--- src/rtl/div_pkg.sv ---
// div_pkg: shared definitions for the M-extension iterative divider.
//   DIV_W        default operand/result width
//   OP_*         funct encodings for DIV, DIVU, REM, REMU as seen on `op`
//   div_state_e  divider FSM state (IDLE, CALC, DONE), also exported for debug
//   op_signed()  1 for DIV/REM (two's-complement operands)
//   op_rem()     1 for REM/REMU (remainder selected as result)
package div_pkg;

  localparam int DIV_W = 32;

  localparam logic [1:0] OP_DIV  = 2'b00;
  localparam logic [1:0] OP_DIVU = 2'b01;
  localparam logic [1:0] OP_REM  = 2'b10;
  localparam logic [1:0] OP_REMU = 2'b11;

  typedef enum logic [1:0] {
    IDLE = 2'd0,
    CALC = 2'd1,
    DONE = 2'd2
  } div_state_e;

  function automatic logic op_signed(input logic [1:0] op);
    return (op == OP_DIV) || (op == OP_REM);
  endfunction

  function automatic logic op_rem(input logic [1:0] op);
    return !((op == OP_DIV) || (op == OP_DIVU));
  endfunction

endpackage

--- src/rtl/div_step.sv ---
// div_step: one restoring-division iteration, purely combinational.
//   rem      current partial remainder (always < divisor)
//   divisor  divisor magnitude
//   bit_in   next dividend bit shifted into the remainder
//   rem_next partial remainder after the trial subtract/restore
//   q_bit    quotient bit produced by this iteration
// The trial subtract is an adder fed with the inverted divisor and a carry-in
// of 1; the carry out of the N+1-bit sum is the "no borrow" flag, i.e. the
// trial result is non-negative.
module div_step #(
  parameter int N = 32
) (
  input  logic [N-1:0] rem,
  input  logic [N-1:0] divisor,
  input  logic         bit_in,
  output logic [N-1:0] rem_next,
  output logic         q_bit
);

  logic [N:0]   shifted;
  logic [N+1:0] sum;
  logic         unused_bits;

  assign shifted = {rem, bit_in};
  assign sum     = {1'b0, shifted} + {1'b0, ~{1'b0, divisor}} + (N+2)'(1);
  assign q_bit   = sum[N+1];

  // Because rem < divisor on entry, both the accepted difference and the
  // restored shifted value fit back into N bits.
  assign rem_next = q_bit ? sum[N-1:0] : shifted[N-1:0];

  assign unused_bits = ^{sum[N], shifted[N]};

endmodule

--- src/rtl/riscv_divider.sv ---
// riscv_divider: iterative restoring divider for DIV/DIVU/REM/REMU.
//   clk, rst_n  clock, asynchronous active-low reset
//   start       request; sampled with op/dividend/divisor in IDLE or DONE
//   op          00 DIV, 01 DIVU, 10 REM, 11 REMU
//   dividend    rs1
//   divisor     rs2
//   kill        pipeline flush; aborts any operation, drops a same-cycle start
//   busy        high while iterating (CALC)
//   done        one-cycle pulse (DONE); result valid in this cycle
//   result      quotient or remainder; held until the next completion
//   dbg_state   current FSM state (div_state_e encoding)
// Handshake: a request is taken on any rising edge where start=1, kill=0 and
// the FSM is in IDLE or DONE; no ready signal exists, so the requester must
// hold off while busy (a start seen during CALC is silently ignored). The
// answer is reported by a single-cycle done; there is no back-pressure.
module riscv_divider
  import div_pkg::*;
#(
  parameter int N = DIV_W
) (
  input  logic         clk,
  input  logic         rst_n,
  input  logic         start,
  input  logic [1:0]   op,
  input  logic [N-1:0] dividend,
  input  logic [N-1:0] divisor,
  input  logic         kill,
  output logic         busy,
  output logic         done,
  output logic [N-1:0] result,
  output logic [1:0]   dbg_state
);

  localparam int CW = $clog2(N);

  div_state_e  state;
  logic [CW-1:0] cnt;
  logic [N-1:0]  rem, quo, dvsr;
  logic          q_neg, r_neg, rem_sel;

  // Operand preparation for the incoming request.
  logic          sgn, a_neg, b_neg, div_zero, ovf, fast;
  logic [N-1:0]  a_mag, b_mag, fast_val;

  assign sgn      = op_signed(op);
  assign a_neg    = sgn & dividend[N-1];
  assign b_neg    = sgn & divisor[N-1];
  assign a_mag    = a_neg ? (~dividend + N'(1)) : dividend;
  assign b_mag    = b_neg ? (~divisor + N'(1)) : divisor;
  assign div_zero = (divisor == '0);
  assign ovf      = sgn && (dividend == {1'b1, {(N-1){1'b0}}}) && (divisor == '1);
  assign fast     = div_zero | ovf;

  // Architectural results for the two cases that bypass iteration.
  always_comb begin
    fast_val = '0;
    if (div_zero) fast_val = op_rem(op) ? dividend : '1;
    else          fast_val = op_rem(op) ? '0 : dividend;
  end

  // Iteration datapath: the MSB of quo is the next dividend bit into rem.
  logic [N-1:0] rem_nx, quo_nx, final_val;
  logic         q_bit;

  div_step #(.N(N)) u_step (
    .rem      (rem),
    .divisor  (dvsr),
    .bit_in   (quo[N-1]),
    .rem_next (rem_nx),
    .q_bit    (q_bit)
  );

  assign quo_nx = {quo[N-2:0], q_bit};

  // Sign fix applied to the values produced by the final iteration.
  always_comb begin
    final_val = '0;
    if (rem_sel) final_val = r_neg ? (~rem_nx + N'(1)) : rem_nx;
    else         final_val = q_neg ? (~quo_nx + N'(1)) : quo_nx;
  end

  always_ff @(posedge clk or negedge rst_n) begin
    if (!rst_n) begin
      state   <= IDLE;
      cnt     <= '0;
      rem     <= '0;
      quo     <= '0;
      dvsr    <= '0;
      q_neg   <= 1'b0;
      r_neg   <= 1'b0;
      rem_sel <= 1'b0;
      result  <= '0;
    end else if (kill) begin
      state <= IDLE;
    end else begin
      case (state)
        IDLE, DONE: begin
          if (start) begin
            rem_sel <= op_rem(op);
            if (fast) begin
              result <= fast_val;
              state  <= DONE;
            end else begin
              rem   <= '0;
              quo   <= a_mag;
              dvsr  <= b_mag;
              q_neg <= a_neg ^ b_neg;
              r_neg <= a_neg;
              cnt   <= CW'(N - 1);
              state <= CALC;
            end
          end else begin
            state <= IDLE;
          end
        end
        CALC: begin
          rem <= rem_nx;
          quo <= quo_nx;
          // The iteration performed while cnt == 0 is the N-th and last one.
          if (cnt == '0) begin
            result <= final_val;
            state  <= DONE;
          end else begin
            cnt <= cnt - CW'(1);
          end
        end
        default: state <= IDLE;
      endcase
    end
  end

  assign busy      = (state == CALC);
  assign done      = (state == DONE);
  assign dbg_state = state;

endmodule
--- config.mk ---
export PLATFORM = sky130hd
export DESIGN_NAME = riscv_divider
export DESIGN_NICKNAME = d
export VERILOG_FILES = /design/src/rtl/div_pkg.sv /design/src/rtl/div_step.sv /design/src/rtl/riscv_divider.sv
export SDC_FILE = /design/constraint.sdc
export NUM_CORES = 1
export LEC_CHECK = 0
export ABC_AREA = 1
export BUFFER_PORTS_ARGS = -buffer_cell sky130_fd_sc_hd__buf_4
export CAP_MARGIN = 10
export CELL_PAD_IN_SITES_DETAIL_PLACEMENT = 1
export CELL_PAD_IN_SITES_GLOBAL_PLACEMENT = 1
export CORE_UTILIZATION = 47
export CTS_BUF_LIST = sky130_fd_sc_hd__clkbuf_8
export CTS_CLUSTER_DIAMETER = 150
export DETAILED_ROUTE_END_ITERATION = 7
export PLACE_DENSITY_LB_ADDON = 0.1
export SYNTH_ARGS = -nofsm -noshare
export SYNTH_HDL_FRONTEND = slang
export SYNTH_SLANG_ARGS = --single-unit
--- constraint.sdc ---
create_clock -name clk -period 10.1 [get_ports clk]
set_input_delay 1.01 -clock clk [delete_from_list [all_inputs] [get_ports clk]]
set_output_delay 1.01 -clock clk [all_outputs]
set_load 0.1 [all_outputs]
==> key figures, run 1 <==
Final layout
  – Ratio of cells with drive above 1 in the final layout: 10.7%
  – Fin nets: 2278
  – Number of non-filler instances in the completed layout: 2522
  – Area delta synth->final: 10.6%
  – Count of antenna diodes in the layout: 0

Timing
  – Worst slew margin: 18.3%
  – Final setup violation count: 0
  – Transition at the pin with the smallest max-transition slack: 1.23 ns
  – RSZ-0062 raised after global routing: false
  – Period utilisation layout: 52.3%
  – Final clock skew: 0.0214 ns
  – Final worst path period need: 5.28 ns
  – Final Hold Violating Endpoints: 0
  – Highest clock frequency the design can meet: 189 MHz
  – Number of pins exceeding their max-slew limit in the final report: 0
  – Sum of negative setup slack: 0 ns

Synth
  – Mean Syn Cell Area: 6.08 sq um
  – Synth warn: 0
  – Number of instances in the synthesized netlist: 2112
  – Post-synth EDFFs: 0
  – Post-Syn Nets: 2222
  – Sequential element share of the synthesized area: 26.9%
  – Cell variety after synth: 53
  – Async set-reset flop share out of synthesis: 100%
  – Count of state elements after synthesis: 138
  – Main synth FF type: sky130_fd_sc_hd__dfrtp_1
  – Post-synthesis instance area: 12800 sq um

Clock tree
  – Hold bufs inserted after CTS: 0
  – Count of buffers added by post-CTS timing repair for setup: 0
  – Number of sinks handled by clock tree synthesis: 138
  – Library cell used as clock root buffer: sky130_fd_sc_hd__clkbuf_8
  – CTS tree: done
  – Maximum number of buffers from clock root to sink: 2
  – Total clock buffers created by CTS: 17
  – Worst-skew pair later-pin latency: 0.51 ns
  – CTS clock-pin slew for the worst setup and hold paths: 0.09 ns
  – H-Tree Depth: 4
  – Number of cells upsized or downsized after cts: 0

Setup path
  – Kind of start point of the critical path: flop
  – Worst reg2reg path depth: 26
  – Critical path peak fanout: 49
  – CP arrival: 5.67 ns
  – Startpoint of the worst register-to-register path: dvsr[24]$_DFFE_PN0P_
  – Register-to-register setup slack: 4.82 ns
  – Type of destination of the critical path: flop
  – Required time of the critical path: 10.49 ns
  – Crit path kind: flop to flop
  – Capture instance of the worst register-to-register path: result[28]$_DFFE_PN0P_

Hold path
  – Hold path startpoint: result[4]$_DFFE_PN0P_
  – Hold Path End: result[4]$_DFFE_PN0P_
  – Hold Path Stages: 2
  – Worst Hold Class: flop to flop

GRT
  – Antenna violations before repair: 0
  – Vias in the first global route: 14600
  – Met1 GRT Util: 49.7%
  – First-pass GRT wire length: 79100 microns
  – Met3 demand-to-capacity share in global routing: 6.07%
  – Largest net degree at the start of global routing: 102
  – Met2 Resource Use GR: 58.0%
  – All-layer global routing usage: 36.2%
  – Grt ovf: 0
  – Most heavily used metal layer in global routing: met2

Floorplanning
  – # IOs: 106
  – Die H: 167 microns
  – Initial Util: 47.7%
  – Cell Rows: 60
  – Die area: 28000 sq um
  – Die extent in x: 167 microns
  – Core box area: 26900 sq um

Power and ir drop
  – Pwr Density: 280 nW/um^2
  – Worst ir drop on vdd: 147 uV
  – Leak: 7.37 nW

Route
  – Pre-Repair DR Iteration Count: 5
  – Routed via count divided by cell count: 5.79
  – Via count: 14600
  – # DRC: 0
  – Initial DRC Count: 1181
  – Routed wirelength normalized by instance count: 20.0 microns
  – Antenna violation net count after detailed routing: 0
  – Total wire length: 50400 microns

Placement
  – Post-placement cell count: 2490
  – Number of buffers added on ports: 105
  – Final estimated routing congestion in global placement: 0.951
  – Hpwl dp: 38300 microns

Flow run
  – Count of maximum capacitance violations: 0

Status
  – Result of the run: finished, final reports clean
==> layer usage <==
layer | part of all wire, % | up-vias
met4 | 2.7 | 0
met3 | 5.5 | 81
met1 | 46 | 7129
met5 | 0 | -
li1 | - | 6946
met2 | 46 | 441
==> sequential cells by signal, summed over array words and instances (netlist names) <==
signal	cells
cnt	5
dbg_state	2
dvsr	32
q_neg	1
quo	32
r_neg	1
rem	32
rem_sel	1
result	32
==> critical path: stages, from the launching register on <==
cell                       delay (ns)
sky130_fd_sc_hd__dfrtp_1         0.37
sky130_fd_sc_hd__inv_1           0.21
sky130_fd_sc_hd__ha_1            0.36
sky130_fd_sc_hd__a21oi_2         0.20
sky130_fd_sc_hd__o21ai_1         0.10
sky130_fd_sc_hd__nand2b_4        0.17
sky130_fd_sc_hd__a21oi_4         0.12
sky130_fd_sc_hd__buf_4           0.34
sky130_fd_sc_hd__nand2_4         0.40
sky130_fd_sc_hd__inv_2           0.36
sky130_fd_sc_hd__ha_1            0.25
sky130_fd_sc_hd__nand3_1         0.11
sky130_fd_sc_hd__inv_1           0.09
sky130_fd_sc_hd__nand3_1         0.11
sky130_fd_sc_hd__nor3_2          0.23
sky130_fd_sc_hd__nand3_1         0.13
sky130_fd_sc_hd__nor2_2          0.22
sky130_fd_sc_hd__nand4_1         0.17
sky130_fd_sc_hd__nor2_1          0.22
sky130_fd_sc_hd__nand3_1         0.10
sky130_fd_sc_hd__nand2_1         0.10
sky130_fd_sc_hd__o21ai_0         0.13
sky130_fd_sc_hd__or2_2           0.30
sky130_fd_sc_hd__a21oi_1         0.14
sky130_fd_sc_hd__nand2_1         0.07
sky130_fd_sc_hd__nand2_1         0.06
sky130_fd_sc_hd__nand2_1         0.06
==> cells by family (layout without fill, tap and decap cells) <==
group / Yosys count / count (layout) / synth area share (%)
compound gates: 428 / 428 / 18.0
flops: 138 / 138 / 26.9
buf+inv: 371 / 440 / 11.5
xor+xnor: 49 / 49 / 3.34
fa+ha+maj: 40 / 40 / 3.96
simple gates: 1086 / 1086 / 36.2
==> area by class of cell <==
cell class / count / area [sq um]
inverter: 292 / 1100
clock buffer: 18 / 248
multi-input combinational: 1603 / 7900
timing repair buffer: 116 / 875
tap: 341 / 427
clock inverter: 14 / 185
sequential: 138 / 3450
fill: 3810 / 12700
==> cells in the final DEF, fill, tap and decap left out, types with 25 or more instances in the layout <==
cell and n:
sky130_fd_sc_hd__dfrtp_1 138, sky130_fd_sc_hd__nand4_1 25, sky130_fd_sc_hd__ha_1 39, sky130_fd_sc_hd__buf_4 115, sky130_fd_sc_hd__o22ai_1 28, sky130_fd_sc_hd__a21oi_1 110, sky130_fd_sc_hd__o21ai_0 234, sky130_fd_sc_hd__nor2_1 163
sky130_fd_sc_hd__nand2_1 633, sky130_fd_sc_hd__xor2_1 34, sky130_fd_sc_hd__nand3_1 161, sky130_fd_sc_hd__inv_1 275
==> per-stage QoR <==
step	util, %	worst slack [ns]	instance area (sq um)	power [mW]	hold WS (ns)
finish	52.8	4.82	14200	3.97	0.487
global route	52.8	4.28	14200	4.28	0.504
CTS	52.8	4.94	14200	3.93	0.491
detailed placement	51.2	4.88	13800	3.39	0.467
global placement	51.2	5.03	13800	3.31	0.464
floorplan	-	6.40	12800	2.65	0.453
==> how the worst max path moves through the flow <==
stage	start	to	slack, ns	depth (start not counted)
2_1_floorplan	rem[25]$_DFFE_PN0P_	result[28]$_DFFE_PN0P_	6.40	26
3_3_place_gp	dividend[0]	quo[30]$_DFFE_PN0P_	5.03	17
3_5_place_dp	dividend[0]	quo[30]$_DFFE_PN0P_	4.88	17
4_1_cts	dvsr[20]$_DFFE_PN0P_	result[28]$_DFFE_PN0P_	4.94	29
5_1_grt	dvsr[20]$_DFFE_PN0P_	result[28]$_DFFE_PN0P_	4.28	29
6_report	dvsr[24]$_DFFE_PN0P_	result[28]$_DFFE_PN0P_	4.82	26
==> Yosys cell counts, types with 6 or more instances <==
library cell               instances  share of area, %
sky130_fd_sc_hd__nand2_2          24               1.2
sky130_fd_sc_hd__xor2_1           34               2.3
sky130_fd_sc_hd__a21oi_1         110               4.3
sky130_fd_sc_hd__inv_2            13              0.38
sky130_fd_sc_hd__nand3b_1          7              0.41
sky130_fd_sc_hd__a31oi_1          13              0.63
sky130_fd_sc_hd__nor2_2           15              0.73
sky130_fd_sc_hd__dfrtp_1         138                27
sky130_fd_sc_hd__o21ai_0         234               9.1
sky130_fd_sc_hd__ha_1             39               3.8
sky130_fd_sc_hd__or2_2             7              0.34
sky130_fd_sc_hd__o22ai_1          28               1.4
sky130_fd_sc_hd__nand3_1         161               6.3
sky130_fd_sc_hd__nor2_1          165               4.8
sky130_fd_sc_hd__o211ai_1          8              0.47
sky130_fd_sc_hd__inv_1           276               8.1
sky130_fd_sc_hd__xnor2_1          15               1.0
sky130_fd_sc_hd__clkbuf_1         50               1.5
sky130_fd_sc_hd__o21ai_1          12              0.47
sky130_fd_sc_hd__nand4_1          25               1.2
sky130_fd_sc_hd__nand2_1         633                19
sky130_fd_sc_hd__buf_2            15              0.59
sky130_fd_sc_hd__nor4_1            6              0.29
sky130_fd_sc_hd__nor3_1           22              0.86
==> power by group <==
group	switching, mW	leakage (nW)	total, mW	internal (mW)
clock	0.265	0.214	0.522	0.257
sequential	0.116	1.78	0.787	0.670
combinational	1.90	5.37	2.66	0.768
Power figures use the tool's default switching activity.
==> run 2: changes to the inputs <==
--- a/config.mk
+++ b/config.mk
@@ -5,7 +5,7 @@
 export SDC_FILE = /design/constraint.sdc
 export NUM_CORES = 1
 export LEC_CHECK = 0
-export ABC_AREA = 1
+export ABC_AREA = 0
 export BUFFER_PORTS_ARGS = -buffer_cell sky130_fd_sc_hd__buf_4
 export CAP_MARGIN = 10
 export CELL_PAD_IN_SITES_DETAIL_PLACEMENT = 1
==> constraint.sdc (replaced) <==
create_clock -name clk -period 5.41 [get_ports clk]
set_input_delay 0.541 -clock clk [delete_from_list [all_inputs] [get_ports clk]]
set_output_delay 0.541 -clock clk [all_outputs]
set_load 0.1 [all_outputs]
==> run 2 against run 1 <==
Against the previous run:
- non-clock buffer count increased by 2
- die area fell by 7.3%
- largest cell class unchanged
- clock-buffer cell count down 1
- worst setup slack lost 4.3 ns
- first-iteration DRC count down 8.3%
- via count decreased by 17%
- synthesized cell count fell by 28%
- critical path type unchanged
- clock skew fell by 0.0011 ns
- sequential share of layout area is 1.7 points higher
- combinational power shrank 32%
==> key figures, run 2 <==
Status
  – Result of the run: finished, final reports clean

Clock tree
  – Library cell used as clock root buffer: sky130_fd_sc_hd__clkbuf_8
  – CTS tree: done
  – Hold bufs inserted after CTS: 0 (unchanged)
  – Maximum number of buffers from clock root to sink: 2 (unchanged)
  – Worst-skew pair later-pin latency: 0.48 ns (-0.03 ns)
  – Total clock buffers created by CTS: 17 (unchanged)
  – CTS clock-pin slew for the worst setup and hold paths: 0.10 ns (about the same)
  – Number of cells upsized or downsized after cts: 0 (unchanged)
  – H-Tree Depth: 4 (unchanged)
  – Number of sinks handled by clock tree synthesis: 138 (unchanged)
  – Count of buffers added by post-CTS timing repair for setup: 0 (unchanged)

Timing
  – Transition at the pin with the smallest max-transition slack: 1.23 ns (+0.00164 ns)
  – Final Hold Violating Endpoints: 0 (unchanged)
  – Sum of negative setup slack: 0 ns (unchanged)
  – Final setup violation count: 0 (unchanged)
  – Final clock skew: 0.0203 ns (-0.00110 ns)
  – Final worst path period need: 4.93 ns (-0.353 ns)
  – Number of pins exceeding their max-slew limit in the final report: 0 (unchanged)
  – RSZ-0062 raised after global routing: false
  – Period utilisation layout: 91.1% (+39 points)
  – Setup slack after layout: 0.483 ns (-4.34 ns)
  – WHS: 0.142 ns (-0.345 ns)
  – Highest clock frequency the design can meet: 203 MHz (+7.2%)
  – Worst slew margin: 18.2% (-0.11 points)

Synth
  – Post-synth EDFFs: 0 (unchanged)
  – Post-synthesis instance area: 11900 sq um (-7.3%)
  – Proportion of netlist area held by the largest area contributor: 29.0% (+2.1 points)
  – Post-Syn Nets: 1640 (-26%)
  – Count of state elements after synthesis: 138 (unchanged)
  – Area leader, netlist: sky130_fd_sc_hd__dfrtp_1
  – Synth warn: 0 (unchanged)
  – Post-synth top cells: 211 x sky130_fd_sc_hd__nand2_1, 176 x sky130_fd_sc_hd__o21ai_0, 138 x sky130_fd_sc_hd__dfrtp_1
  – Number of instances in the synthesized netlist: 1530 (-28%)
  – Cell variety after synth: 86 (+62%)
  – Main synth FF type: sky130_fd_sc_hd__dfrtp_1
  – Most frequent cell after synthesis: sky130_fd_sc_hd__nand2_1
  – Sequential element share of the synthesized area: 29.0% (+2.1 points)
  – Async set-reset flop share out of synthesis: 100% (unchanged)
  – Mean Syn Cell Area: 7.77 sq um (+28%)
  – Leading cell types by total area after synthesis: sky130_fd_sc_hd__dfrtp_1 29%, sky130_fd_sc_hd__o21ai_0 7.4%, sky130_fd_sc_hd__nand2_1 6.7%

Route
  – Via count: 12100 (-17%)
  – Initial DRC Count: 1083 (-8.3%)
  – Pre-Repair DR Iteration Count: 5 (unchanged)
  – Routed via count divided by cell count: 6.33 (+9.3%)
  – Antenna violation net count after detailed routing: 0 (unchanged)
  – # DRC: 0 (unchanged)
  – Total wire length: 44500 microns (-12%)
  – Routed wirelength normalized by instance count: 23.2 microns (+16%)

Floorplanning
  – # IOs: 106 (unchanged)
  – Core box area: 24500 sq um (-8.7%)
  – Die H: 161 microns (-3.7%)
  – Die extent in x: 161 microns (-3.7%)
  – Initial Util: 48.5% (+0.72 points)
  – Die area: 25900 sq um (-7.3%)
  – Cell Rows: 57 (-5.0%)

GRT
  – Largest net degree at the start of global routing: 94 (-7.8%)
  – All-layer global routing usage: 34.9% (-1.3 points)
  – Grt ovf: 0 (unchanged)
  – Vias in the first global route: 11700 (-19%)
  – First-pass GRT wire length: 69600 microns (-12%)
  – Antenna violations before repair: 2 (+2)

Placement
  – Final estimated routing congestion in global placement: 0.937 (-1.5%)
  – Worst Setup Slack post-DPL: 0.571 ns (-4.31 ns)
  – Post-placement cell count: 1883 (-24%)
  – Number of buffers added on ports: 105 (unchanged)
  – Placement-stage cell area: 12800 sq um (-6.6%)
  – Hpwl dp: 34100 microns (-11%)

Setup path
  – Critical path peak fanout: 12 (-76%)
  – Required time of the critical path: 5.78 ns (-4.71 ns)
  – Startpoint of the worst register-to-register path: rem[19]$_DFFE_PN0P_
  – Register-to-register setup slack: 0.48 ns (-4.34 ns)
  – CP delay by family, top: compound AO/OA/AOI/OAI gates
  – CP arrival: 5.30 ns (-0.37 ns)
  – Most common cell type on the critical path: sky130_fd_sc_hd__ha_1
  – Depth of the critical timing path with buffers and inverters included: 16 (-38%)
  – CP bufs+invs: 1 (-3)
  – Type of destination of the critical path: flop
  – Capture instance of the worst register-to-register path: result[22]$_DFFE_PN0P_
  – Critical Path, Cell by Cell: ha_1 > a21oi_1 > o21a_1 > o221ai_1 > a221oi_2 > nand2_4 > inv_4 > mux2i_1 > ha_1 > nand4_1 > nor4_2 > o21ai_1 > o41ai_1 > xnor2_1 > a22oi_1 > mux2_2
  – Worst Setup EP: result[22]$_DFFE_PN0P_
  – Library cell contributing the largest single delay on the critical path: sky130_fd_sc_hd__o41ai_1
  – Beginning of the critical path: rem[19]$_DFFE_PN0P_
  – Kind of start point of the critical path: flop
  – Crit path kind: flop to flop
  – CP max stage delay: 0.57 ns (+0.17 ns)
  – Worst reg2reg path depth: 16 (-38%)

Power and ir drop
  – Worst ir drop on vdd: 134 uV (-8.9%)
  – Pwr Density: 310 nW/um^2 (+11%)
  – Power after layout: 4.11 mW (+3.3%)
  – Leak: 5.46 nW (-26%)

Flow run
  – Count of maximum capacitance violations: 0 (unchanged)

Final layout
  – Area delta synth->final: 11.5%
  – Fin nets: 1688 (-26%)
  – Number of non-filler instances in the completed layout: 1915 (-24%)
  – Ratio of cells with drive above 1 in the final layout: 12.1% (+1.3 points)
  – Count of antenna diodes in the layout: 0 (unchanged)
  – Non-Filler Cell Area, Final: 13300 sq um (-6.6%)
  – Final design utilization: 54.0% (+1.3 points)
  – Leading cell type in the layout, fill and taps excluded: sky130_fd_sc_hd__nand2_1
  – Highest-count cells in the layout ignoring fill and taps: 211 x sky130_fd_sc_hd__nand2_1, 176 x sky130_fd_sc_hd__o21ai_0, 138 x sky130_fd_sc_hd__dfrtp_1

Hold path
  – Worst Hold Class: input pin to asynchronous set/reset pin
run 2: cell types whose count changed after synthesis, moves of 35 or more:
cell	change
sky130_fd_sc_hd__nand3_1	-139
sky130_fd_sc_hd__nand2_1	-422
sky130_fd_sc_hd__o21ai_0	-58
sky130_fd_sc_hd__xor2_1	+35
sky130_fd_sc_hd__nor2_1	-47
sky130_fd_sc_hd__xnor2_1	+46
sky130_fd_sc_hd__inv_1	-221
run 2: final cells by class:
| class | count | area (sq um) |
|---|---|---|
| inverter | 58 | 220 |
| clock buffer | 17 | 234 |
| multi-input combinational | 1245 | 7860 |
| fill | 3098 | 11300 |
| sequential | 138 | 3450 |
| clock inverter | 15 | 178 |
| timing repair buffer | 118 | 902 |
| tap | 324 | 405 |
run 2: kinds of logic (layout without fill, tap and decap cells):
logic type                 Yosys count  count (layout)  share of synthesized area (%)
xor gates and xnor gates           130             130                           9.58
DFF                                138             138                           29.0
buffers and inverters              147             208                           4.83
adders and majority gates           65              65                           6.38
AOI/OAI and AO/OA                  483             483                           25.8
and+or+nand+nor                    540             540                           22.1
muxes                               27              27                           2.28
run 2: where the power goes:
part / switching, mW / total (mW) / internal [mW] / leakage [nW]
sequential: 0.194 / 1.37 / 1.17 / 1.76
combinational: 1.21 / 1.80 / 0.590 / 3.50
clock: 0.513 / 0.942 / 0.429 / 0.206
total: 1.91 / 4.11 / 2.19 / 5.46
run 2: routing by layer:
| metal | vias up | global-route usage, % | wire [microns] |
|---|---|---|---|
| met1 | 6049 | 50.8 | 20600 |
| li1 | 5615 | - | - |
| met2 | 398 | 52.3 | 19700 |
| met5 | - | 0 | 13 |
| met4 | 2 | 8.96 | 851 |
| met3 | 53 | 7.50 | 3340 |
run 2: how the worst min path moves through the flow:
stage / start / endpoint / slack (ns) / depth (start not counted)
CTS: rst_n / dvsr[18]$_DFFE_PN0P_ / 0.19 / 1
floorplan: rst_n / cnt[0]$_DFFE_PN0P_ / 0.25 / 0
finish: rst_n / dvsr[20]$_DFFE_PN0P_ / 0.14 / 1
global placement: result[17]$_DFFE_PN0P_ / result[17]$_DFFE_PN0P_ / 0.47 / 2
global route: rst_n / dvsr[20]$_DFFE_PN0P_ / 0.21 / 1
detailed placement: result[17]$_DFFE_PN0P_ / result[17]$_DFFE_PN0P_ / 0.47 / 2
==> run 3: changes to the inputs <==
--- a/config.mk
+++ b/config.mk
@@ -10,7 +10,7 @@
 export CAP_MARGIN = 10
 export CELL_PAD_IN_SITES_DETAIL_PLACEMENT = 1
 export CELL_PAD_IN_SITES_GLOBAL_PLACEMENT = 1
-export CORE_UTILIZATION = 47
+export CORE_UTILIZATION = 32
 export CTS_BUF_LIST = sky130_fd_sc_hd__clkbuf_8
 export CTS_CLUSTER_DIAMETER = 150
 export DETAILED_ROUTE_END_ITERATION = 7
==> run 3 against run 2 <==
Against the previous run:
- worst setup slack lost 0.025 ns
- sequential cell count stayed put
- die area increased by 46%
- sequential share of layout area fell by 0.36 points
- register-to-register slack got worse by 0.03 ns
- via count down 1.5%
- global-route usage decreased by 8.8 points
- highest routed layer is now met4
==> key figures, run 3 (synthesis results as in run 2) <==
Status
  – Result of the run: finished, final reports clean

Timing
  – Sum of negative setup slack: 0 ns (unchanged)
  – RSZ-0062 raised after global routing: false
  – Final Hold Violating Endpoints: 0 (unchanged)
  – Number of pins exceeding their max-slew limit in the final report: 0 (unchanged)
  – Final clock skew: 0.0163 ns (-0.00393 ns)
  – Final setup violation count: 0 (unchanged)
  – Highest clock frequency the design can meet: 202 MHz (-0.51%)
  – Transition at the pin with the smallest max-transition slack: 1.20 ns (-0.0291 ns)
  – Worst slew margin: 20.1% (+1.9 points)
  – WHS: 0.0553 ns (-0.0869 ns)
  – Period utilisation layout: 91.5% (+0.47 points)
  – Final worst path period need: 4.95 ns (+0.0254 ns)

Floorplanning
  – Die H: 195 microns (+21%)
  – Die area: 37900 sq um (+46%)
  – Die extent in x: 195 microns (+21%)
  – Initial Util: 32.5% (-16 points)
  – Cell Rows: 70 (+23%)
  – # IOs: 106 (unchanged)
  – Core box area: 36600 sq um (+49%)

Final layout
  – Number of filler cells placed in the layout: 4496 (+45%)
  – Area delta synth->final: 13.1%
  – Count of antenna diodes in the layout: 0 (unchanged)
  – Ratio of cells with drive above 1 in the final layout: 12.2% (+0.10 points)
  – Fin nets: 1691 (+0.18%)
  – Highest-count cells in the layout ignoring fill and taps: 211 x sky130_fd_sc_hd__nand2_1, 176 x sky130_fd_sc_hd__o21ai_0, 138 x sky130_fd_sc_hd__dfrtp_1
  – Leading cell type in the layout, fill and taps excluded: sky130_fd_sc_hd__nand2_1

Route
  – Routed via count divided by cell count: 5.79 (-8.5%)
  – Pre-Repair DR Iteration Count: 5 (unchanged)
  – Antenna violation net count after detailed routing: 0 (unchanged)
  – # DRC: 0 (unchanged)
  – Via count: 11900 (-1.5%)
  – Initial DRC Count: 837 (-23%)
  – Total wire length: 48800 microns (+9.7%)
  – Routed wirelength normalized by instance count: 23.7 microns (+1.9%)

Setup path
  – Type of destination of the critical path: flop
  – Required time of the critical path: 5.81 ns (+0.03 ns)
  – Critical path peak fanout: 12 (unchanged)
  – Crit path kind: flop to flop
  – Kind of start point of the critical path: flop
  – CP arrival: 5.36 ns (+0.06 ns)

Clock tree
  – Worst-skew pair later-pin latency: 0.51 ns (+0.03 ns)
  – Count of buffers added by post-CTS timing repair for setup: 0 (unchanged)
  – Number of sinks handled by clock tree synthesis: 138 (unchanged)
  – Maximum number of buffers from clock root to sink: 2 (unchanged)
  – CTS tree: done
  – CTS clock-pin slew for the worst setup and hold paths: 0.09 ns (about the same)
  – H-Tree Depth: 4 (unchanged)
  – Hold bufs inserted after CTS: 0 (unchanged)
  – Library cell used as clock root buffer: sky130_fd_sc_hd__clkbuf_8
  – Total clock buffers created by CTS: 17 (unchanged)
  – Number of cells upsized or downsized after cts: 0 (unchanged)

Power and ir drop
  – Power after layout: 4.06 mW (-1.2%)
  – Pwr Density: 302 nW/um^2 (-2.6%)
  – Leak: 5.47 nW (+0.22%)
  – Worst ir drop on vdd: 181 uV (+36%)

Placement
  – Hpwl dp: 37800 microns (+11%)
  – Final estimated routing congestion in global placement: 0.885 (-5.5%)
  – Number of buffers added on ports: 105 (unchanged)

GRT
  – All-layer global routing usage: 26.1% (-8.8 points)
  – Largest net degree at the start of global routing: 81 (-14%)
  – Grt ovf: 0 (unchanged)
  – Vias in the first global route: 11800 (+0.79%)
  – First-pass GRT wire length: 74900 microns (+7.7%)
  – Antenna violations before repair: 2 (unchanged)

Flow run
  – Count of maximum capacitance violations: 0 (unchanged)

Hold path
  – Worst Hold Class: input pin to asynchronous set/reset pin
==> run 3: cell count changes in the layout (fill, tap and decap cells not counted), moves of 2 or more <==
cell	before	now
sky130_fd_sc_hd__clkinv_4	1	5
sky130_fd_sc_hd__inv_8	4	0
sky130_fd_sc_hd__buf_4	116	119
sky130_fd_sc_hd__inv_6	5	2
sky130_fd_sc_hd__clkinv_2	1	3
==> run 3: per-stage QoR <==
step / std cells / setup slack [ns] / utilization [%] / area (sq um)
after detailed placement: 2030 / 0.562 / 35.6 / 13000
after CTS: 2062 / 0.512 / 36.7 / 13400
after global placement: 2030 / 0.718 / 35.6 / 13000
after floorplan: 1530 / 0.763 / - / 11900
final: 2062 / 0.457 / 36.7 / 13400
after global routing: 2062 / 0.0484 / 36.7 / 13400
==> run 3: final cells by class <==
| type | count | area (sq um) | share of cell area [%] |
|---|---|---|---|
| Multi-Input combinational cell | 1245 | 7860 | 58.5 |
| Sequential cell | 138 | 3450 | 25.7 |
| Timing Repair Buffer | 121 | 925 | 6.88 |
| Tap cell | 468 | 586 | 4.36 |
| Clock buffer | 18 | 248 | 1.84 |
| Inverter | 58 | 220 | 1.64 |
| Clock inverter | 14 | 148 | 1.10 |
==> run 3: per-layer routing <==
layer | share of wire [%] | track usage (%)
met4 | 2.6 | 8.14
met5 | 0 | 0
met1 | 50 | 38.6
met2 | 43 | 39.0
met3 | 4.0 | 3.44
==> run 3: final timing paths <==
kind | from | endpoint | slack (ns) | cells past startpoint
max in group asynchronous | rst_n | q_neg$_DFFE_PN0P_ | 4.01 | 2
min in group clk | op[0] | q_neg$_DFFE_PN0P_ | 0.29 | 2
hold reg to reg | result[5]$_DFFE_PN0P_ | result[5]$_DFFE_PN0P_ | 0.49 | 2
setup / recovery | rem[19]$_DFFE_PN0P_ | result[22]$_DFFE_PN0P_ | 0.46 | 16
setup reg to reg | rem[19]$_DFFE_PN0P_ | result[22]$_DFFE_PN0P_ | 0.46 | 16
hold / removal | rst_n | rem[15]$_DFFE_PN0P_ | 0.06 | 1
==> run 3: critical path, stage by stage (launching register included) <==
cell                       delay, ns
sky130_fd_sc_hd__dfrtp_1        0.43
sky130_fd_sc_hd__ha_1           0.47
sky130_fd_sc_hd__a21oi_1        0.29
sky130_fd_sc_hd__o21a_1         0.21
sky130_fd_sc_hd__o221ai_1       0.26
sky130_fd_sc_hd__a221oi_2       0.49
sky130_fd_sc_hd__nand2_4        0.21
sky130_fd_sc_hd__inv_4          0.10
sky130_fd_sc_hd__mux2i_1        0.30
sky130_fd_sc_hd__ha_1           0.29
sky130_fd_sc_hd__nand4_1        0.18
sky130_fd_sc_hd__nor4_2         0.40
sky130_fd_sc_hd__o21ai_1        0.23
sky130_fd_sc_hd__o41ai_1        0.47
sky130_fd_sc_hd__xnor2_1        0.18
sky130_fd_sc_hd__a22oi_1        0.08
sky130_fd_sc_hd__mux2_2         0.27
==> run 3: where the power goes <==
part / switching [mW] / internal (mW) / leakage [nW]
Combinational: 1.20 / 0.591 / 3.51
Clock: 0.483 / 0.423 / 0.205
Sequential: 0.183 / 1.17 / 1.76
